**src/rtl/bus_mux_pkg.sv**
```systemverilog
// Shared types and constants for the bus mux arbiter: FSM state encoding,
// default channel count and width, and a constant-foldable ceil(log2) helper.
package bus_mux_pkg;

  typedef enum logic {
    EMPTY = 1'b0,
    FULL  = 1'b1
  } state_t;

  localparam int DEF_N = 4;
  localparam int DEF_W = 8;

  function automatic int clog2(input int value);
    int r;
    r = 0;
    while ((1 << r) < value) r++;
    return r;
  endfunction

endpackage

```
**src/rtl/rr_arbiter.sv**
```systemverilog
// Combinational round-robin arbiter: first set request at or after i_ptr,
// wrapping modulo N, returned both one-hot and as a binary index.
module rr_arbiter
  import bus_mux_pkg::*;
#(
  parameter int N  = DEF_N,
  parameter int PW = clog2(N)
) (
  input  logic [N-1:0]  i_req,
  input  logic [PW-1:0] i_ptr,
  output logic [N-1:0]  o_grant,
  output logic [PW-1:0] o_idx
);

  logic w_found;

  always_comb begin
    o_grant = '0;
    o_idx   = '0;
    w_found = 1'b0;
    for (int k = 0; k < N; k++) begin
      if (!w_found && i_req[(int'(i_ptr) + k) % N]) begin
        w_found                            = 1'b1;
        o_grant[(int'(i_ptr) + k) % N] = 1'b1;
        o_idx                              = PW'((int'(i_ptr) + k) % N);
      end
    end
  end

endmodule

```
**src/rtl/bus_mux_arbiter.sv**
```systemverilog
// N-channel round-robin bus multiplexer with a one-word output register;
// captures a new word on the same edge the held word is accepted downstream.
module bus_mux_arbiter
  import bus_mux_pkg::*;
#(
  parameter int N = DEF_N,
  parameter int W = DEF_W
) (
  input  logic                clk,
  input  logic                rst_n,
  input  logic [N-1:0]        req,
  input  logic [N*W-1:0]      din,
  output logic [N-1:0]        ack,
  output logic                out_valid,
  input  logic                out_ready,
  output logic [W-1:0]        out_data,
  output logic [clog2(N)-1:0] out_src
);

  localparam int PW = clog2(N);

  state_t        r_state;
  logic [PW-1:0] r_ptr;
  logic [W-1:0]  r_data;
  logic [PW-1:0] r_src;

  logic [N-1:0]  w_grant;
  logic [PW-1:0] w_idx;
  logic [PW-1:0] w_nextPtr;
  logic [W-1:0]  w_muxData;
  logic          w_capture;

  rr_arbiter #(
    .N  (N),
    .PW (PW)
  ) u_arb (
    .i_req   (req),
    .i_ptr   (r_ptr),
    .o_grant (w_grant),
    .o_idx   (w_idx)
  );

  always_comb begin
    w_muxData = '0;
    for (int i = 0; i < N; i++) begin
      w_muxData = w_muxData | (din[i*W +: W] & {W{w_grant[i]}});
    end
  end

  // ack is combinational so a channel sees it in the cycle its word is taken;
  // rst_n gates it so reset silences ack immediately.
  assign w_capture = rst_n && (|req) && ((r_state == EMPTY) || out_ready);
  assign ack       = w_capture ? w_grant : '0;
  assign w_nextPtr = (w_idx == PW'(N - 1)) ? '0 : w_idx + PW'(1);

  always_ff @(posedge clk or negedge rst_n) begin
    if (!rst_n) begin
      r_state <= EMPTY;
      r_ptr   <= '0;
      r_data  <= '0;
      r_src   <= '0;
    end else begin
      case (r_state)
        EMPTY: begin
          if (w_capture) begin
            r_data  <= w_muxData;
            r_src   <= w_idx;
            r_ptr   <= w_nextPtr;
            r_state <= FULL;
          end
        end
        FULL: begin
          if (w_capture) begin
            r_data  <= w_muxData;
            r_src   <= w_idx;
            r_ptr   <= w_nextPtr;
          end else if (out_ready) begin
            r_state <= EMPTY;
          end
        end
        default: r_state <= EMPTY;
      endcase
    end
  end

  assign out_valid = (r_state == FULL);
  assign out_data  = r_data;
  assign out_src   = r_src;

endmodule

```
**config.mk**
```make
export PLATFORM = sky130hd
export DESIGN_NAME = bus_mux_arbiter
export DESIGN_NICKNAME = d
export VERILOG_FILES = /design/src/rtl/bus_mux_pkg.sv /design/src/rtl/rr_arbiter.sv /design/src/rtl/bus_mux_arbiter.sv
export SDC_FILE = /design/constraint.sdc
export NUM_CORES = 1
export LEC_CHECK = 0
export ABC_AREA = 1
export CAP_MARGIN = 40
export CORE_ASPECT_RATIO = 1.1
export CORE_MARGIN = 2
export CORE_UTILIZATION = 38
export DETAILED_ROUTE_END_ITERATION = 10
export PLACE_DENSITY = 0.8
export SYNTH_ARGS = -nofsm -noshare
export SYNTH_HDL_FRONTEND = slang
export SYNTH_SLANG_ARGS = --single-unit
export TNS_END_PERCENT = 20
```
**constraint.sdc**
```tcl
create_clock -name clk -period 4.5 [get_ports clk]
set_clock_uncertainty 0.1 [all_clocks]
set_input_delay 0.45 -clock clk [delete_from_list [all_inputs] [get_ports clk]]
set_output_delay 0.45 -clock clk [all_outputs]
set_load 0.03 [all_outputs]
```
== Yosys cells after proc, flatten, opt, wreduce, memory -nomap -nowiden ==
Cells that the tools add are included.

* Flip-flop bits (word level): 13
* Input bits: 39

* Eq/ne operators: 1
* Mux-type cells: 39
* Order comparisons: 8
* Reductions and logical operators: 17
* Add/subtract/negate cells: 4
* Bitwise gates (word level): 14

{| class="wikitable"
|+ Operators with widths
! operator !! count
|-
| $and A8 B8 Y8 || 4
|-
| $or A8 B8 Y8 || 3
|-
| $mux W4 || 5
|-
| $mux W1 || 17
|-
| $mux W2 || 7
|-
| $lt A3 B4 Y1 const B || 3
|-
| $or A4 B4 Y4 || 3
|-
| $ge A3 B1 Y1 const B || 3
|-
| $logic_and A1 B1 Y1 || 9
|-
| $bmux W1 S2 || 4
|-
| $demux W1 S2 || 4
|-
| $mux W8 || 1
|-
| $reduce_or A2 Y1 || 3
|-
| $add A2 B1 Y2 const B || 2
|-
| $add A2 B2 Y2 const B || 2
|-
| $reduce_or A4 Y1 || 1
|-
| $and A1 B1 Y1 const A || 3
|-
| $logic_not A1 Y1 || 3
|-
| $lt A2 B3 Y1 const B || 1
|-
| $eq A2 B2 Y1 const B || 1
|-
| $ge A2 B1 Y1 const B || 1
|-
| $pmux W1 S2 || 1
|-
| $logic_or A1 B1 Y1 || 1
|-
| $not A1 Y1 || 1
|}

== Depth between registers and ports, before layout ==
Gate-level depths: netlist (run 1).

* Depth in word-level cells: 19
* Depth in mapped cells: 13
* Mapped depth without buffers: 13

== Cells and area by module ==
Synthesis (run 1) repeated with hierarchy kept, for this count alone.

* Cell total of the unflattened synthesis: 193
* Area total of the unflattened synthesis: 1315.0 µm²

{| class="wikitable"
|+ By module, submodules not included
! module !! area each (µm²) !! sequential area each (µm²) !! times used !! cells an instance
|-
| bus_mux_arbiter || 875.8 || 325.3 || 1 || 120
|-
| rr_arbiter || 439.2 || 0.0 || 1 || 73
|}

== Worst setup path after synthesis (run 1) ==
OpenSTA, ideal clock, no wires.

* Path type: flip-flop to output port
* Start: register with a tool-made name
* End: output ack[2]
* Stages on the path, launching flop included: 11
* Required time: 3.950 ns
* Buffers on the path: 0
* Data arrival time: 1.929 ns
* Setup slack: 2.021 ns
* Path through: dfrtp_1 > inv_2 > ha_1 > inv_1 > nand3_1 > nand2_1 > nor2_2 > a21boi_1 > nand3_2 > nand2_1 > inv_1

{| class="wikitable"
|+ RTL lines
! element !! RTL line !! source
|-
| end: declaration || bus_mux_arbiter.sv:13 || <nowiki>output logic [N-1:0] ack,</nowiki>
|}

==> flow_summary_export.csv, run 1 <==
group,metric,value,unit
cells_and_area,design_area,1886,µm²
routing,firstDrtPassIters,4,
run_status,status,"finished clean",
synth,yosys-mux-area-fraction,0,%
synth,ys_types,24,
sta,fin_crit_sh,80.14,%
synth,yosysWarningCount,0,
clock_network,clk_latency,0.27,ns
cells_and_area,fin_nets,301,
hold_path,hp-class,"input port to asynchronous set/reset pin",
cells_and_area,drive_gt1_share,12.25,%
sta,period_needed,3.606,ns
setup_path,cp_cell_sequence,"inv_2, ha_1, inv_1, nand3_1, nand2_1, nor2_2, a21oi_2, nand3_2, nand2_1, inv_1, clkdlybuf4s50_1",
placement,place_worst_setup_slack,1.113,ns
clock_network,postCtsResizedCells,0,
power_and_ir_drop,pwr-share-seq,16.5,%
global_routing,grt_pass1_vias,1333,
cells_and_area,antennaDiodeCount,0,
global_routing,grt-ovfl-total,0,
power_and_ir_drop,total_power,1.350,mW
routing,ant_nets,0,
synth,avgSynthCellArea,6.523,µm²
power_and_ir_drop,switchingPower,754.8,µW
global_routing,grt_start_max_net_pins,27,
placement,portBuffers,53,
power_and_ir_drop,intPower,595.0,µW
cells_and_area,most-common-layout-cells,"nand2_1 (72), clkdlybuf4s50_1 (53), inv_1 (21)",
routing,dr_total_vias,1387,
sta,setup_tns,0,ns
setup_path,end_kind,"output port",
sta,drv_slew,0,
floorplan,io_pins,54,
routing,via_per_inst,4.799,
global_routing,grt_pass1_wl,5.851,mm
setup_path,worstPathRequired,3.95,ns
setup_path,cp_slowest_cell,"clkdlybuf4s50_1",
floorplan,rows,22,
setup_path,slowest_delay,0.67,ns
synth,syn-num-nets,244,
cells_and_area,fillers,324,
synth,synth_top_family_by_area,"simple AND/OR/NAND/NOR gates",
cells_and_area,final_common_cell,"nand2_1",
floorplan,initial_core_util,39.23,%
setup_path,crit_type,"register to output port",
power_and_ir_drop,powerDensity,715.9,nW/µm²
clock_network,root_buffer,"clkbuf_4",
cells_and_area,finalNonFillerCells,289,
power_and_ir_drop,share_comb_of_total_power,78.0,%
setup_path,crit_arrival,3.06,ns
placement,post-place-cells,285,
clock_network,clk_path_buf_depth,2,
synth,syn-cell-area,1285,µm²
floorplan,core-area,3276,µm²
global_routing,antenna_found_initial,0,
synth,synth-simple-area-share,50.05,%
sta,worst_slew_pin_slew,0.6900,ns
placement,place_area,1859,µm²
routing,routed_wl,3.392,mm
sta,worst_slack,0.8939,ns
sta,rsz0062_at_grt,"no",
placement,dp_hpwl,2.680,mm
clock_network,cts_buffers,3,
synth,syn-instance-count,197,
synth,ys_ff_latch,13,
sta,fmax,277.3,MHz
power_and_ir_drop,power_switching_share,55.92,%
global_routing,track_usage,19.50,%
setup_path,crit_fanout,11,
sta,max_slew_margin,53.95,%
power_and_ir_drop,leakagePower,0.9506,nW
routing,routedWlPerCell,11.74,µm
clock_network,cts_hold_buf,0,
run,drv_cap,0,
synth,synth_xor_area_share,0,%
sta,timing.hold.ws,0.3704,ns
clock_network,post_cts_buffers,0,
routing,drc,0,
power_and_ir_drop,clkPwrFrac,5.5,%
power_and_ir_drop,peakVddDrop,0.3152,mV
sta,hold_viol,0,
synth,seq_area_frac_synth,25.32,%
placement,place_congestion,0.8921,
sta,setup_viol,0,
floorplan,die_x,59.45,µm
clock_network,clock_sinks,13,
floorplan,fp.dieH,64.99,µm
synth,synth_compound_area_share,9.737,%
cells_and_area,finish.utilization,57.56,%
synth,synth-adder-area-share,7.790,%
clock_network,cts_tree,"done",
routing,drt_iter0_markers,46,
cells_and_area,syn2layout_area_growth,46.74,%
clock_network,clk_pin_slew,0.08,ns
clock_network,htreeDepth,1,
setup_path,start_kind,"register",
floorplan,die_area,3863,µm²
==> cell type report <==
cell class / count / area [µm²] / area share (%)
well taps: 36 / 45.04 / 2.389
clock buffers: 4 / 26.28 / 1.393
flip-flops and latches: 13 / 325.3 / 17.25
multi-input cells: 160 / 868.3 / 46.05
repair buffers: 54 / 538.0 / 28.53
inverters: 22 / 82.58 / 4.380
==> synth_stat cells, drive strengths merged <==
cell    number  area (µm²)
clkbuf       1       3.750
a21boi       4       30.03
a21oi        5       47.55
o21a         3       22.52
nand4        4       25.02
nand2       77       311.5
nor2        19       90.09
inv         22       82.58
dfrtp       13       325.3
nand3       26       160.2
o21ai        5       25.02
ha           8       100.1
buf          1       5.000
or2          9       56.30
==> per-layer routing <==
metal	track usage (%)	share of wire, %
met1	25.12	43
met2	32.28	51
met3	3.992	5.3
met4	5.682	0.85
met5	0	0
==> worst paths after layout <==
kind | endpoint | slack (ns) | cells past startpoint
min in group clk | out_src[0]$_DFFE_PN0P_ | 0.42 | 1
max in group asynchronous | asynchronous set/reset pin | 3.76 | 2
worst min register to register | out_src[0]$_DFFE_PN0P_ | 0.42 | 1
worst max-delay path | ack[0] | 0.89 | 11
worst min-delay path | out_data[7]$_DFFE_PN0P_ | 0.37 | 2
worst max register to register | r_ptr[1]$_DFFE_PN0P_ | 2.06 | 13
==> cell families (layout without fill, tap and decap cells) <==
| kind of cell | after synthesis | after routing |
|---|---|---|
| AO/OA/AOI/OAI | 17 | 17 |
| buffers and inverters | 24 | 80 |
| adder cells (fa/ha/maj) | 8 | 8 |
| AND/OR/NAND/NOR | 135 | 135 |
| flip-flops | 13 | 13 |
==> worst max-delay path: cells and delay by family, from the launching register on <==
kind                     cells  cell delay [ns]
AND/OR/NAND/NOR              5             0.70
flip-flops                   1             0.54
adder cells (fa/ha/maj)      1             0.41
AO/OA/AOI/OAI                1             0.10
buffers and inverters        4             1.01
==> state kept, by name (all words and copies together), names as in the netlist, named ones only <==
name,flops
out_src,2
out_data,8
r_ptr,1
out_valid,1
==> power groups by stage <==
| stage | combinational [mW] | clock, mW | sequential, mW |
|---|---|---|---|
| 6_report | 1.05 | 0.0742 | 0.222 |
| 5_1_grt | 1.18 | 0.0820 | 0.230 |
| 4_1_cts | 1.07 | 0.0758 | 0.222 |
| 3_5_place_dp | 1.06 | 0 | 0.223 |
| 3_3_place_gp | 1.05 | 0 | 0.219 |
| 2_1_floorplan | 0.659 | 0 | 0.308 |
No activity file was read; power rests on OpenSTA's default activity.
==> run 2: changes to the inputs <==
==> constraint.sdc (replaced) <==
create_clock -name clk -period 3.7 [get_ports clk]
set_clock_uncertainty 0.1 [all_clocks]
set_input_delay 0.37 -clock clk [delete_from_list [all_inputs] [get_ports clk]]
set_output_delay 0.37 -clock clk [all_outputs]
set_load 0.03 [all_outputs]
==> flow_summary_export.csv, run 2 (synthesis results as in run 1) <==
group,metric,value,unit
run_status,status,"finished clean",
routing,routed_wl,3.610,mm
setup_path,worstRegToRegCells,13,
sta,timing.hold.ws,0.3339,ns
floorplan,fp.dieH,64.99,µm
placement,place_worst_setup_slack,0.4690,ns
sta,fin_crit_sh,93.78,%
sta,rsz0062_at_grt,"no",
global_routing,grt-ovfl-total,0,
power_and_ir_drop,leakagePower,0.9556,nW
global_routing,grt_pass1_vias,1368,
setup_path,reg2reg_slack,1.26,ns
sta,hold_viol,0,
global_routing,grt_start_max_net_pins,16,
power_and_ir_drop,powerDensity,873.0,nW/µm²
cells_and_area,antennaDiodeCount,0,
cells_and_area,fillers,344,
sta,worst_slew_pin_slew,0.4274,ns
global_routing,antenna_found_initial,0,
routing,firstDrtPassIters,4,
routing,drc,0,
clock_network,postCtsResizedCells,0,
run,drv_cap,0,
sta,drv_slew,0,
routing,ant_nets,0,
cells_and_area,design_area,1899,µm²
placement,dp_hpwl,2.898,mm
setup_path,r2r-end,"r_ptr[1]$_DFFE_PN0P_",
setup_path,regToRegStartpoint,"r_ptr[1]$_DFFE_PN0P_",
setup_path,crit_fanout,9,
floorplan,core-area,3276,µm²
floorplan,die_area,3863,µm²
hold_path,hp-class,"input port to asynchronous set/reset pin",
power_and_ir_drop,peakVddDrop,0.3961,mV
clock_network,cts_buffers,3,
clock_network,clk_pin_slew,0.09,ns
routing,via_per_inst,4.866,
power_and_ir_drop,total_power,1.658,mW
floorplan,die_x,59.45,µm
sta,period_needed,3.470,ns
clock_network,htreeDepth,1,
floorplan,initial_core_util,39.23,%
global_routing,grt_pass1_wl,5.899,mm
cells_and_area,final_common_cell,"nand2_1",
setup_path,end_kind,"output port",
sta,worst_slack,0.2303,ns
floorplan,rows,22,
setup_path,start_kind,"register",
clock_network,clk_latency,0.28,ns
placement,post-place-cells,286,
cells_and_area,most-common-layout-cells,"nand2_1 (72), clkdlybuf4s50_1 (53), inv_1 (21)",
cells_and_area,finish.utilization,57.98,%
cells_and_area,largest_reg_flops,8,
routing,dr_total_vias,1411,
setup_path,crit_arrival,3.00,ns
placement,place_congestion,0.8511,
routing,drt_iter0_markers,39,
floorplan,io_pins,54,
sta,setup_tns,0,ns
routing,routedWlPerCell,12.45,µm
clock_network,cts_hold_buf,0,
placement,portBuffers,53,
cells_and_area,fin_nets,302,
cells_and_area,syn2layout_area_growth,47.81,%
global_routing,track_usage,20.19,%
clock_network,clk_path_buf_depth,2,
placement,place_area,1867,µm²
clock_network,root_buffer,"clkbuf_4",
sta,setup_viol,0,
clock_network,cts_tree,"done",
setup_path,worstPathRequired,3.23,ns
cells_and_area,drive_gt1_share,12.99,%
cells_and_area,finalNonFillerCells,290,
clock_network,clock_sinks,13,
setup_path,crit_type,"register to output port",
sta,max_slew_margin,71.20,%
sta,fmax,288.2,MHz
clock_network,post_cts_buffers,0,
[run 2: cell types whose count changed in the layout (fill, tap and decap cells not counted), sizes merged]
cell / before / now
buf: 1 / 2
[run 2: final cells by class]
cell class / instances / area, µm² / share of cell area, %
clock buffers: 4 / 26.28 / 1.383
inverters: 22 / 82.58 / 4.348
multi-input cells: 160 / 873.3 / 45.98
flip-flops and latches: 13 / 326.6 / 17.19
well taps: 36 / 45.04 / 2.372
repair buffers: 55 / 545.5 / 28.72
[run 2: worst max-delay path by stage]
stage	start	to	slack [ns]	cells past startpoint
CTS	register	ack[2]	0.14	11
finish	r_ptr[1]$_DFFE_PN0P_	ack[3]	0.23	11
floorplan	register	ack[2]	1.30	10
detailed placement	register	ack[2]	0.47	11
global placement	register	ack[2]	0.57	11
global route	r_ptr[1]$_DFFE_PN0P_	ack[3]	0.02	11
[run 2: metal layers]
| layer | up-vias | track usage [%] | part of all wire [%] |
|---|---|---|---|
| met4 | 0 | 9.091 | 1.6 |
| met3 | 6 | 2.994 | 4.9 |
| met2 | 43 | 35.85 | 52 |
| met1 | 626 | 23.12 | 41 |
| li1 | 736 | - | - |
| met5 | - | 0 | 0 |
[run 2: worst max-delay path: stages, from the launching register on]
cell,delay (ns)
dfrtp_1,0.51
inv_1,0.22
ha_1,0.42
inv_1,0.09
nand3_1,0.10
nand2_1,0.11
nor2_4,0.22
a21oi_2,0.08
nand3_2,0.18
nand2_1,0.08
inv_1,0.06
clkdlybuf4s50_1,0.66
[run 2: where the power goes]
| part | switching [mW] | total [mW] | internal (mW) |
|---|---|---|---|
| combinational | 0.817 | 1.29 | 0.477 |
| sequential | 0.0578 | 0.270 | 0.212 |
| clock | 0.0518 | 0.0937 | 0.0418 |
| total | 0.927 | 1.66 | 0.732 |
